`src/rtl/apb_master_arbiter.sv`:
```
// apb_master_arbiter: shares one APB master between NUM_REQ local requesters.
// The winner's command is latched at grant time, exactly one APB transfer is
// requested per grant, and completion is reported with a one-cycle done pulse
// to the owner (plus read data for reads).
// Build option: define APB_ARB_FIXED_PRIO_EN for fixed priority (lowest index
// wins, no round-robin pointer); otherwise round-robin arbitration is used.
module apb_master_arbiter #(
    parameter int NUM_REQ = 4,
    parameter int ADDR_W  = 8,
    parameter int DATA_W  = 8
) (
    input  logic                      pclk,
    input  logic                      preset,
    input  logic [NUM_REQ-1:0]        req,
    input  logic [NUM_REQ-1:0]        req_write,
    input  logic [NUM_REQ*ADDR_W-1:0] req_addr,
    input  logic [NUM_REQ*DATA_W-1:0] req_wdata,
    input  logic                      psel,
    input  logic                      penable,
    input  logic                      pready,
    input  logic [DATA_W-1:0]         prdata,
    output logic                      transfer,
    output logic                      mpwrite,
    output logic [ADDR_W-1:0]         apb_write_paddr,
    output logic [ADDR_W-1:0]         apb_read_paddr,
    output logic [DATA_W-1:0]         apb_write_data,
    output logic [NUM_REQ-1:0]        gnt,
    output logic [NUM_REQ-1:0]        done,
    output logic [DATA_W-1:0]         rdata,
    output logic                      busy
);

    localparam int PTR_W = (NUM_REQ > 1) ? $clog2(NUM_REQ) : 1;

    localparam logic [1:0] IDLE = 2'd0;
    localparam logic [1:0] REQ  = 2'd1;
    localparam logic [1:0] XFER = 2'd2;

    logic [1:0]         state_q, state_d;
    logic [NUM_REQ-1:0] gnt_q, gnt_d;
    logic [NUM_REQ-1:0] done_q, done_d;
    logic [DATA_W-1:0]  rdata_q, rdata_d;
    logic               wr_q, wr_d;
    logic [ADDR_W-1:0]  addr_q, addr_d;
    logic [DATA_W-1:0]  wdata_q, wdata_d;

`ifndef APB_ARB_FIXED_PRIO_EN
    logic [PTR_W-1:0]   rr_ptr_q, rr_ptr_d;
    logic [PTR_W-1:0]   owner_q, owner_d;
    logic [PTR_W-1:0]   cand;
`endif

    logic [NUM_REQ-1:0] req_eff;
    logic               win_found;
    logic [PTR_W-1:0]   win_idx;
    logic               sel_wr;
    logic [ADDR_W-1:0]  sel_addr;
    logic [DATA_W-1:0]  sel_wdata;

    // Winner search; the owner just completing is masked so it cannot win again immediately.
    always_comb begin
        req_eff   = req & ~done_q;
        win_found = 1'b0;
        win_idx   = '0;
`ifdef APB_ARB_FIXED_PRIO_EN
        // Descending scan so the lowest requesting index is the last (winning) assignment.
        for (int k = NUM_REQ - 1; k >= 0; k--) begin
            if (req_eff[k]) begin
                win_found = 1'b1;
                win_idx   = PTR_W'(k);
            end
        end
`else
        cand = '0;
        // Descending scan of rr_ptr+NUM_REQ .. rr_ptr+1 so the nearest candidate after rr_ptr wins.
        for (int k = NUM_REQ; k >= 1; k--) begin
            cand = PTR_W'((int'(rr_ptr_q) + k) % NUM_REQ);
            if (req_eff[cand]) begin
                win_found = 1'b1;
                win_idx   = cand;
            end
        end
`endif
    end

    // Select the winner's command from the flattened request buses.
    always_comb begin
        sel_wr    = 1'b0;
        sel_addr  = '0;
        sel_wdata = '0;
        for (int i = 0; i < NUM_REQ; i++) begin
            if (win_idx == PTR_W'(i)) begin
                sel_wr    = req_write[i];
                sel_addr  = req_addr[i*ADDR_W +: ADDR_W];
                sel_wdata = req_wdata[i*DATA_W +: DATA_W];
            end
        end
    end

    // Next-state logic: grant in IDLE, wait for SETUP in REQ, wait for pready in XFER.
    always_comb begin
        state_d = state_q;
        gnt_d   = gnt_q;
        done_d  = '0;
        rdata_d = rdata_q;
        wr_d    = wr_q;
        addr_d  = addr_q;
        wdata_d = wdata_q;
`ifndef APB_ARB_FIXED_PRIO_EN
        rr_ptr_d = rr_ptr_q;
        owner_d  = owner_q;
`endif
        case (state_q)
            IDLE: begin
                if (win_found) begin
                    state_d          = REQ;
                    gnt_d            = '0;
                    gnt_d[win_idx]   = 1'b1;
                    wr_d             = sel_wr;
                    addr_d           = sel_addr;
                    wdata_d          = sel_wdata;
`ifndef APB_ARB_FIXED_PRIO_EN
                    owner_d          = win_idx;
`endif
                end
            end
            REQ: begin
                // Master has entered SETUP: drop transfer so only one transfer is issued.
                if (psel && !penable) begin
                    state_d = XFER;
                end
            end
            XFER: begin
                if (psel && penable && pready) begin
                    done_d  = gnt_q;
                    if (!wr_q) begin
                        rdata_d = prdata;
                    end
`ifndef APB_ARB_FIXED_PRIO_EN
                    rr_ptr_d = owner_q;
`endif
                    gnt_d   = '0;
                    state_d = IDLE;
                end
            end
            default: begin
                state_d = IDLE;
                gnt_d   = '0;
            end
        endcase
    end

    // State and output registers; reset aborts any transfer without a done pulse.
    always_ff @(posedge pclk) begin
        if (preset) begin
            state_q <= IDLE;
            gnt_q   <= '0;
            done_q  <= '0;
            rdata_q <= '0;
            wr_q    <= 1'b0;
            addr_q  <= '0;
            wdata_q <= '0;
`ifndef APB_ARB_FIXED_PRIO_EN
            rr_ptr_q <= PTR_W'(NUM_REQ - 1);
            owner_q  <= '0;
`endif
        end else begin
            state_q <= state_d;
            gnt_q   <= gnt_d;
            done_q  <= done_d;
            rdata_q <= rdata_d;
            wr_q    <= wr_d;
            addr_q  <= addr_d;
            wdata_q <= wdata_d;
`ifndef APB_ARB_FIXED_PRIO_EN
            rr_ptr_q <= rr_ptr_d;
            owner_q  <= owner_d;
`endif
        end
    end

    assign transfer        = (state_q == REQ);
    assign busy            = (state_q != IDLE);
    assign mpwrite         = wr_q;
    assign apb_write_paddr = addr_q;
    assign apb_read_paddr  = addr_q;
    assign apb_write_data  = wdata_q;
    assign gnt             = gnt_q;
    assign done            = done_q;
    assign rdata           = rdata_q;

endmodule

```
`config.mk`:
```
export PLATFORM = sky130hd
export DESIGN_NAME = apb_master_arbiter
export DESIGN_NICKNAME = d
export VERILOG_FILES = /design/src/rtl/apb_master_arbiter.sv
export SDC_FILE = /design/constraint.sdc
export NUM_CORES = 1
export LEC_CHECK = 0
export BUFFER_PORTS_ARGS = -buffer_cell sky130_fd_sc_hd__buf_2
export CORE_MARGIN = 2
export CORE_UTILIZATION = 40
export DETAILED_ROUTE_END_ITERATION = 16
export PLACE_DENSITY = 0.83
export SLEW_MARGIN = 5
export SYNTH_ARGS = -nofsm -noshare
export SYNTH_HDL_FRONTEND = slang
export SYNTH_SLANG_ARGS = --single-unit
```
`constraint.sdc`:
```
create_clock -name pclk -period 2.11 [get_ports pclk]
set_clock_uncertainty 0.15 [all_clocks]
set_input_delay 0.211 -clock pclk [delete_from_list [all_inputs] [get_ports pclk]]
set_output_delay 0.211 -clock pclk [all_outputs]
set_load 0.02 [all_outputs]
```
==> impl_metrics.env, run 1 <==
export IMPL_p_seq_share_pct=40.4
export IMPL_track_usage_pct=20.4
export IMPL_crit_path_max_fanout=17
export IMPL_chipHeight_um=77.4
export IMPL_portBuffers=127
export IMPL_dieArea_um2=6000
export IMPL_power_switching_uw=642
export IMPL_grt_pass1_vias=2086
export IMPL_crit_path_end="apb_read_paddr[5]"
export IMPL_gp_congestion=0.940
export IMPL_crit_path_end_kind="flip-flop"
export IMPL_max_slew_margin_pct=58.4
export IMPL_synth_edf_count=0
export IMPL_ir_drop_mv=0.327
export IMPL_insertion_delay_ns=0.29
export IMPL_hold_class="input port to flip-flop"
export IMPL_slew_violations=0
export IMPL_wirelength_mm=6.34
export IMPL_p_int_uw=1420
export IMPL_vias=2246
export IMPL_dpl_cell_count=418
export IMPL_diodes=0
export IMPL_finalCriticalPeriod_ns=1.96
export IMPL_startpoint_type="flip-flop"
export IMPL_finalPower_uw=2060
export IMPL_io_pins=128
export IMPL_dpl_instance_area_um2=2810
export IMPL_dr_pass1_iters=4
export IMPL_ys_top_cells_by_area="dfxtp_1 36%, o221ai_2 8.4%, nor3_1 7.2%, o31ai_2 5.8%, mux2i_1 4.2%"
export IMPL_reg2reg_depth=7
export IMPL_synth_commonest_cells="39 x dfxtp_1, 31 x nor3_1, 22 x nor2_1"
export IMPL_regToRegSetupSlack_ns=0.15
export IMPL_synth_nets=317
export IMPL_synth_top_cell_by_area="dfxtp_1"
export IMPL_cap_violations=0
export IMPL_final_util_pct=57.7
export IMPL_overflow=0
export IMPL_synth_cell_types=43
export IMPL_synth_main_ff_cell="dfxtp_1"
export IMPL_fin_cells=427
export IMPL_cp_data_required_time_ns=2.20
export IMPL_cp_arrival_ns=2.05
export IMPL_area_growth_pct=37.5
export IMPL_netlist_area_um2=2160
export IMPL_grt_antenna_before_repair=0
export IMPL_p_comb_share_pct=28.0
export IMPL_hold_violations=0
export IMPL_clk_pin_slew_ns=0.08
export IMPL_netlist_instances=232
export IMPL_path_cells="and2b_1 -> o221ai_1 -> o311a_4 -> buf_6 -> nand3_1 -> nor3b_1 -> a221o_1"
export IMPL_path_class="flip-flop to flip-flop"
export IMPL_setup_viol=0
export IMPL_grt_max_degree=22
export IMPL_fmax_ghz=0.511
export IMPL_synthArstFlopShare_pct=0
export IMPL_synth_most_common_cell="dfxtp_1"
export IMPL_clk_path_buf_depth=2
export IMPL_status="completed"
export IMPL_cts_inserted_buffers=5
export IMPL_drc=0
export IMPL_fp_dieW_um=77.4
export IMPL_ant_nets=0
export IMPL_r2r_end="apb_read_paddr[5]"
export IMPL_rsz0062_at_grt="no"
export IMPL_cts_tree="built"
export IMPL_synth_top_area_share_pct=36.2
export IMPL_post_cts_buffers=0
export IMPL_max_stage_delay_ns=0.34
export IMPL_critPathLaunch="done[1]"
export IMPL_p_per_area_nw_per_um2=695
export IMPL_cts_root_buffer="clkbuf_8"
export IMPL_core_area_um2=5140
export IMPL_tightest_slew_ns=0.623
export IMPL_cts_sink_count=39
export IMPL_p_leak_uw=0.00136
export IMPL_stdcell_area_um2=2970
export IMPL_finalCritPeriodShare_pct=92.8
export IMPL_whs_path_depth=3
export IMPL_clock_power_share_pct=31.7
export IMPL_htree_levels=2
export IMPL_slowest_stage="dfxtp_1"
export IMPL_grt_pass1_wl_mm=9.88
export IMPL_hpwl_mm=4.79
export IMPL_ys_warn_count=0
export IMPL_drt_iter0_markers=134
export IMPL_vias_per_cell=5.26
export IMPL_swShare_pct=31.1
export IMPL_fin_nets=441
export IMPL_yosysSeqAreaShare_pct=36.2
export IMPL_initial_utilization_pct=42.0
export IMPL_timing_rr_start="done[1]"
export IMPL_avgRoutedWirePerCell_um=14.8
export IMPL_rows=26
export IMPL_ys_ff_latch=39
export IMPL_layout_drive_gt1_share_pct=51.5
export IMPL_syn_avg_cell_area_um2=9.30
flip-flops by register name, summed over array words and instances, names as in the netlist:
| signal | count |
|---|---|
| state_q | 2 |
| owner_q | 2 |
| done | 4 |
| apb_write_data | 8 |
| rdata | 8 |
| mpwrite | 1 |
| rr_ptr_q | 2 |
| apb_read_paddr | 8 |
| gnt | 4 |
stage by stage:
step | hold WS [ns] | TNS [ns] | setup WS, ns
after floorplan | 0.208 | 0 | 0.124
after global placement | 0.283 | -0.419 | -0.0631
after detailed placement | 0.290 | -1.41 | -0.124
after CTS | 0.000662 | 0 | 0.0444
after global routing | 0.00545 | 0 | 0.00800
final | 0.00599 | 0 | 0.152
worst min path at each step:
stage | from | to | slack [ns]
global placement | apb_write_data[7] | apb_write_data[7] | 0.28
finish | prdata[4] | rdata[4] | 0.006
floorplan | prdata[0] | rdata[0] | 0.21
detailed placement | apb_write_data[7] | apb_write_data[7] | 0.29
CTS | prdata[0] | rdata[0] | 0.0007
global route | prdata[5] | rdata[5] | 0.005
layout by cell type (no fill, tap or decap), drive strengths merged, types with 2 or more instances in the layout:
cell,netlist,layout
a211o,3,3
a211oi,3,3
a21oi,7,7
a31oi,3,3
a32oi,2,2
and2,4,4
and2b,2,2
buf,21,140
clkbuf,3,6
dfxtp,39,39
inv,7,7
mux2i,9,9
nand2,19,19
nand2b,5,5
nor2,23,23
nor2b,4,4
nor3,31,31
nor3b,2,2
o21ai,3,3
o221ai,18,18
o31ai,15,15
worst max-delay path, delay by kind of cell, from the launching register on:
kind | cells | cell delay [ns]
buffers and inverters | 1 | 0.20
AO/OA/AOI/OAI | 3 | 0.68
AND/OR/NAND/NOR | 3 | 0.56
flip-flops | 1 | 0.34
layer usage:
metal | routed length [µm] | global-route usage, %
met2 | 3200 | 34.6
met3 | 372 | 3.95
met1 | 2660 | 25.6
met4 | 108 | 7.68
met5 | 0 | 0
logic make-up after synthesis:
logic type	share of synthesized area [%]
multiplexers	4.18
flip-flops	36.2
AO/OA/AOI/OAI	28.1
buffers and inverters	9.57
AND/OR/NAND/NOR	21.9
what timing repair did:
action	in CTS	in global routing
pin swaps	0	0
resized for setup	1	3
hold endpoints to repair	1	0
hold buffers	1	0
endpoints found under the setup margin	16	12
area by class of cell:
class | count | area (µm²)
fillers | 475 | 2170
flip-flops and latches | 39 | 781
clock buffers | 6 | 82.6
inverters | 7 | 26.3
well taps | 70 | 87.6
repair buffers | 141 | 759
multi-input cells | 162 | 1190
clock inverters | 2 | 35.0
power by group through the flow:
stage | sequential, µW | clock [µW] | combinational [µW]
2_1_floorplan | 907 | 0 | 320
5_1_grt | 842 | 700 | 625
3_5_place_dp | 849 | 0 | 569
3_3_place_gp | 847 | 0 | 560
6_report | 832 | 653 | 577
4_1_cts | 832 | 672 | 573
No activity file was read; power rests on OpenSTA's default activity.
==> inputs of run 2 (changes only) <==
==> constraint.sdc (replaced) <==
create_clock -name pclk -period 2.11 [get_ports pclk]
set_clock_uncertainty 0.15 [all_clocks]
set_input_delay 0.3165 -clock pclk [delete_from_list [all_inputs] [get_ports pclk]]
set_output_delay 0.3165 -clock pclk [all_outputs]
set_load 0.02 [all_outputs]
==> impl_metrics.env, run 2 (synthesis gave the netlist of run 1 again) <==
export IMPL_status="completed"
export IMPL_tns_ns=0
export IMPL_cts_tree="built"
export IMPL_tightest_slew_ns=0.597
export IMPL_cap_violations=0
export IMPL_cp_arrival_ns=2.04
export IMPL_final_util_pct=57.0
export IMPL_finalCritPeriodShare_pct=92.8
export IMPL_dr_pass1_iters=4
export IMPL_insertion_delay_ns=0.29
export IMPL_swShare_pct=31.1
export IMPL_ant_nets=0
export IMPL_p_int_uw=1420
export IMPL_core_area_um2=5140
export IMPL_worst_slack_ns=0.153
export IMPL_path_class="flip-flop to flip-flop"
export IMPL_avgRoutedWirePerCell_um=14.7
export IMPL_io_pins=128
export IMPL_finalCriticalPeriod_ns=1.96
export IMPL_cts_inserted_buffers=5
export IMPL_fillers=506
export IMPL_vias_per_cell=5.23
export IMPL_power_switching_uw=639
export IMPL_crit_path_end_kind="flip-flop"
export IMPL_mostFrequentLayoutCells="127 x buf_2, 39 x dfxtp_1, 31 x nor3_1, 22 x nor2_1, 18 x nand2_1"
export IMPL_grt_max_degree=23
export IMPL_drt_iter0_markers=107
export IMPL_layout_drive_gt1_share_pct=51.3
export IMPL_max_slew_margin_pct=60.0
export IMPL_gp_congestion=0.892
export IMPL_grt_pass1_vias=2098
export IMPL_fmax_ghz=0.511
export IMPL_hpwl_mm=4.74
export IMPL_rsz0062_at_grt="no"
export IMPL_clk_pin_slew_ns=0.08
export IMPL_drc=0
export IMPL_ir_drop_mv=0.388
export IMPL_dieArea_um2=6000
export IMPL_chipHeight_um=77.4
export IMPL_grt_pass1_wl_mm=9.80
export IMPL_p_per_area_nw_per_um2=701
export IMPL_htree_levels=2
export IMPL_setup_viol=0
export IMPL_slew_violations=0
export IMPL_cts_sink_count=39
export IMPL_clock_power_share_pct=31.8
export IMPL_fin_cells=425
export IMPL_cts_resized=0
export IMPL_clk_path_buf_depth=2
export IMPL_p_seq_share_pct=40.5
export IMPL_post_cts_buffers=0
export IMPL_rows=26
export IMPL_cp_data_required_time_ns=2.19
export IMPL_overflow=0
export IMPL_startpoint_type="flip-flop"
export IMPL_grt_antenna_before_repair=0
export IMPL_vias=2222
export IMPL_fin_nets=439
export IMPL_fp_dieW_um=77.4
export IMPL_diodes=0
export IMPL_portBuffers=127
export IMPL_dpl_cell_count=417
export IMPL_final_common_cell="buf_2"
export IMPL_p_leak_uw=0.00135
export IMPL_initial_utilization_pct=42.0
export IMPL_wirelength_mm=6.25
export IMPL_area_growth_pct=35.8
export IMPL_cts_root_buffer="clkbuf_8"
export IMPL_holdBufCountCts=0
export IMPL_dpl_worst_slack_ns=0.0501
export IMPL_hold_violations=0
export IMPL_track_usage_pct=20.2
export IMPL_crit_path_max_fanout=11
export IMPL_p_comb_share_pct=27.7
export IMPL_hold_class="input port to flip-flop"
run 2: changes by cell type in the layout (fill, tap and decap cells not counted), sizes merged:
| cell | previous run | this run |
|---|---|---|
| dlygate4sd3 | 1 | 0 |
| buf | 140 | 139 |
run 2: metal layers:
layer,track usage (%),vias up,part of all wire [%]
met1,26.6,1029,43
met3,4.53,8,7.4
met2,32.3,98,48
met5,0,-,0
li1,-,1087,-
met4,7.32,0,1.5
run 2: stage by stage:
| step | total power [µW] | hold WS (ns) | instance area (µm²) |
|---|---|---|---|
| 2_1_floorplan | 1230 | 0.300 | 2160 |
| 3_3_place_gp | 1410 | 0.284 | 2800 |
| 3_5_place_dp | 1420 | 0.288 | 2800 |
| 4_1_cts | 2080 | 0.107 | 2920 |
| 5_1_grt | 2160 | 0.138 | 2930 |
| 6_report | 2060 | 0.119 | 2930 |
run 2: path summary, 6_finish.rpt:
kind,cells past startpoint,to,start,slack (ns)
setup / recovery,7,apb_read_paddr[5],done[1],0.15
hold / removal,3,rdata[6],prdata[6],0.12
setup reg to reg,7,apb_read_paddr[5],done[1],0.15
hold reg to reg,2,apb_write_data[7],apb_write_data[7],0.30
run 2: area by class of cell:
class,count,area (µm²),share of cell area [%]
multi-input combinational,162,1180,40.3
sequential,39,781,26.6
timing repair buffer,139,738,25.2
tap,70,87.6,2.99
clock buffer,6,82.6,2.82
clock inverter,2,35.0,1.20
inverter,7,26.3,0.897
run 2: worst max-delay path: stages (launching register included):
cell and delay, ns:
dfxtp_1 0.36, and2b_1 0.22, o221ai_1 0.20, o311a_4 0.29, buf_4 0.20, nand3_1 0.13, nor3b_1 0.23, a221o_1 0.13
run 2: power by group through the flow:
stage               Clock (µW)  Combinational [µW]  Sequential [µW]
floorplan                    0                 320              907
global placement             0                 560              846
detailed placement           0                 569              848
CTS                        677                 570              831
global route               701                 615              842
finish                     653                 570              832
==> inputs of run 3 (changes only) <==
Settings changed: CORE_MARGIN 2 to not set.
==> impl_metrics.env, run 3 (synthesis gave the netlist of run 1 again) <==
export IMPL_fin_nets=441
export IMPL_grt_pass1_vias=1895
export IMPL_dieArea_um2=5690
export IMPL_track_usage_pct=19.5
export IMPL_setup_viol=0
export IMPL_ant_nets=0
export IMPL_fmax_ghz=0.502
export IMPL_busiest_layer="met2"
export IMPL_crit_path_max_fanout=24
export IMPL_grt_use_met1_pct=25.1
export IMPL_layout_drive_gt1_share_pct=51.3
export IMPL_finalCritPeriodShare_pct=94.4
export IMPL_portBuffers=127
export IMPL_cts_tree="built"
export IMPL_dpl_cell_count=418
export IMPL_hold_class="input port to flip-flop"
export IMPL_vias_per_cell=5.22
export IMPL_clk_path_buf_depth=2
export IMPL_cts_inserted_buffers=5
export IMPL_rows=26
export IMPL_ir_drop_mv=0.400
export IMPL_core_area_um2=5140
export IMPL_hold_violations=0
export IMPL_hpwl_mm=4.57
export IMPL_cap_violations=0
export IMPL_vias=2228
export IMPL_max_slew_margin_pct=73.7
export IMPL_p_per_area_nw_per_um2=648
export IMPL_wirelength_mm=6.00
export IMPL_finalCriticalPeriod_ns=1.99
export IMPL_gr_usage_met2_pct=33.2
export IMPL_diodes=0
export IMPL_insertion_delay_ns=0.28
export IMPL_grt_max_degree=25
export IMPL_final_common_cell="buf_2"
export IMPL_gp_congestion=0.824
export IMPL_area_growth_pct=36.1
export IMPL_fp_dieW_um=75.4
export IMPL_drt_iter0_markers=171
export IMPL_cts_root_buffer="clkbuf_8"
export IMPL_htree_levels=2
export IMPL_fin_hold_ws_ns=0.110
export IMPL_met3_usage_pct=3.31
export IMPL_mostFrequentLayoutCells="127 x buf_2, 39 x dfxtp_1, 31 x nor3_1, 22 x nor2_1, 18 x nand2_1"
export IMPL_p_leak_uw=0.00134
export IMPL_path_class="flip-flop to flip-flop"
export IMPL_io_pins=128
export IMPL_chipHeight_um=75.4
export IMPL_rsz0062_at_grt="no"
export IMPL_clk_pin_slew_ns=0.08
export IMPL_drc=0
export IMPL_slew_violations=0
export IMPL_tns_ns=0
export IMPL_tightest_slew_ns=0.394
export IMPL_grt_antenna_before_repair=0
export IMPL_critPathLaunch="done[1]"
export IMPL_final_util_pct=57.1
export IMPL_dr_pass1_iters=4
export IMPL_crit_path_end_kind="flip-flop"
export IMPL_startpoint_type="flip-flop"
export IMPL_cts_sink_count=39
export IMPL_grt_pass1_wl_mm=8.45
export IMPL_timing_rr_start="done[1]"
export IMPL_hold_path_startpoint="prdata[2]"
export IMPL_cp_arrival_ns=2.02
export IMPL_overflow=0
export IMPL_cp_data_required_time_ns=2.13
export IMPL_avgRoutedWirePerCell_um=14.1
export IMPL_initial_utilization_pct=42.0
export IMPL_fin_cells=427
export IMPL_status="completed"
-- run 3: cell types whose count changed in the layout (fill, tap and decap cells not counted), sizes merged --
cell,previous run,this run
bufinv,1,0
clkinvlp,0,1
buf,139,141
-- run 3: area by class of cell --
type	count	area, µm²
fillers	494	2200
repair buffers	141	778
multi-input cells	162	1180
well taps	70	87.6
clock inverters	2	12.5
inverters	7	26.3
flip-flops and latches	39	781
clock buffers	6	72.6
-- run 3: what timing repair did --
| action | CTS | global route |
|---|---|---|
| pin swaps | 0 | 1 |
| hold buffers | 0 | 0 |
| hold endpoints to repair | 0 | 0 |
| cloned | 0 | 0 |
| gates resized for setup | 1 | 0 |
| endpoints found under the setup margin | 16 | 1 |
| buffers inserted | 0 | 1 |
-- run 3: metrics by stage --
step | power (µW) | worst slack [ns] | cell area, µm²
2_1_floorplan | 1230 | 0.124 | 2160
3_3_place_gp | 1410 | -0.156 | 2820
3_5_place_dp | 1420 | -0.229 | 2820
4_1_cts | 1910 | 0.113 | 2920
5_1_grt | 2010 | 0.0125 | 2940
6_report | 1900 | 0.118 | 2940
-- run 3: report_power, final --
part           leakage (µW)  internal (µW)  switching, µW  total [µW]
sequential         0.000319            794           40.2         834
clock             0.0000412            231            260         491
combinational      0.000982            245            332         577
total               0.00134           1270            632        1900
-- run 3: path summary, 6_finish.rpt --
path	end	slack, ns	cells after the start
worst min register to register	apb_write_data[0]	0.30	2
worst max register to register	apb_read_paddr[7]	0.12	7
worst min-delay path	rdata[2]	0.11	3
worst max-delay path	apb_read_paddr[7]	0.12	7
-- run 3: critical path, stage by stage, from the launching register on --
cell and delay (ns):
dfxtp_1 0.34, and2b_1 0.21, o221ai_1 0.18, o311a_2 0.31
buf_12 0.19, nand2_4 0.16, o221ai_1 0.24, o31ai_1 0.11
-- run 3: metal layers --
metal  vias to the layer above  wire [µm]
met4                         0         94
li1                       1091          -
met1                      1017       2500
met2                       107       3000
met5                         -          0
met3                        13        406
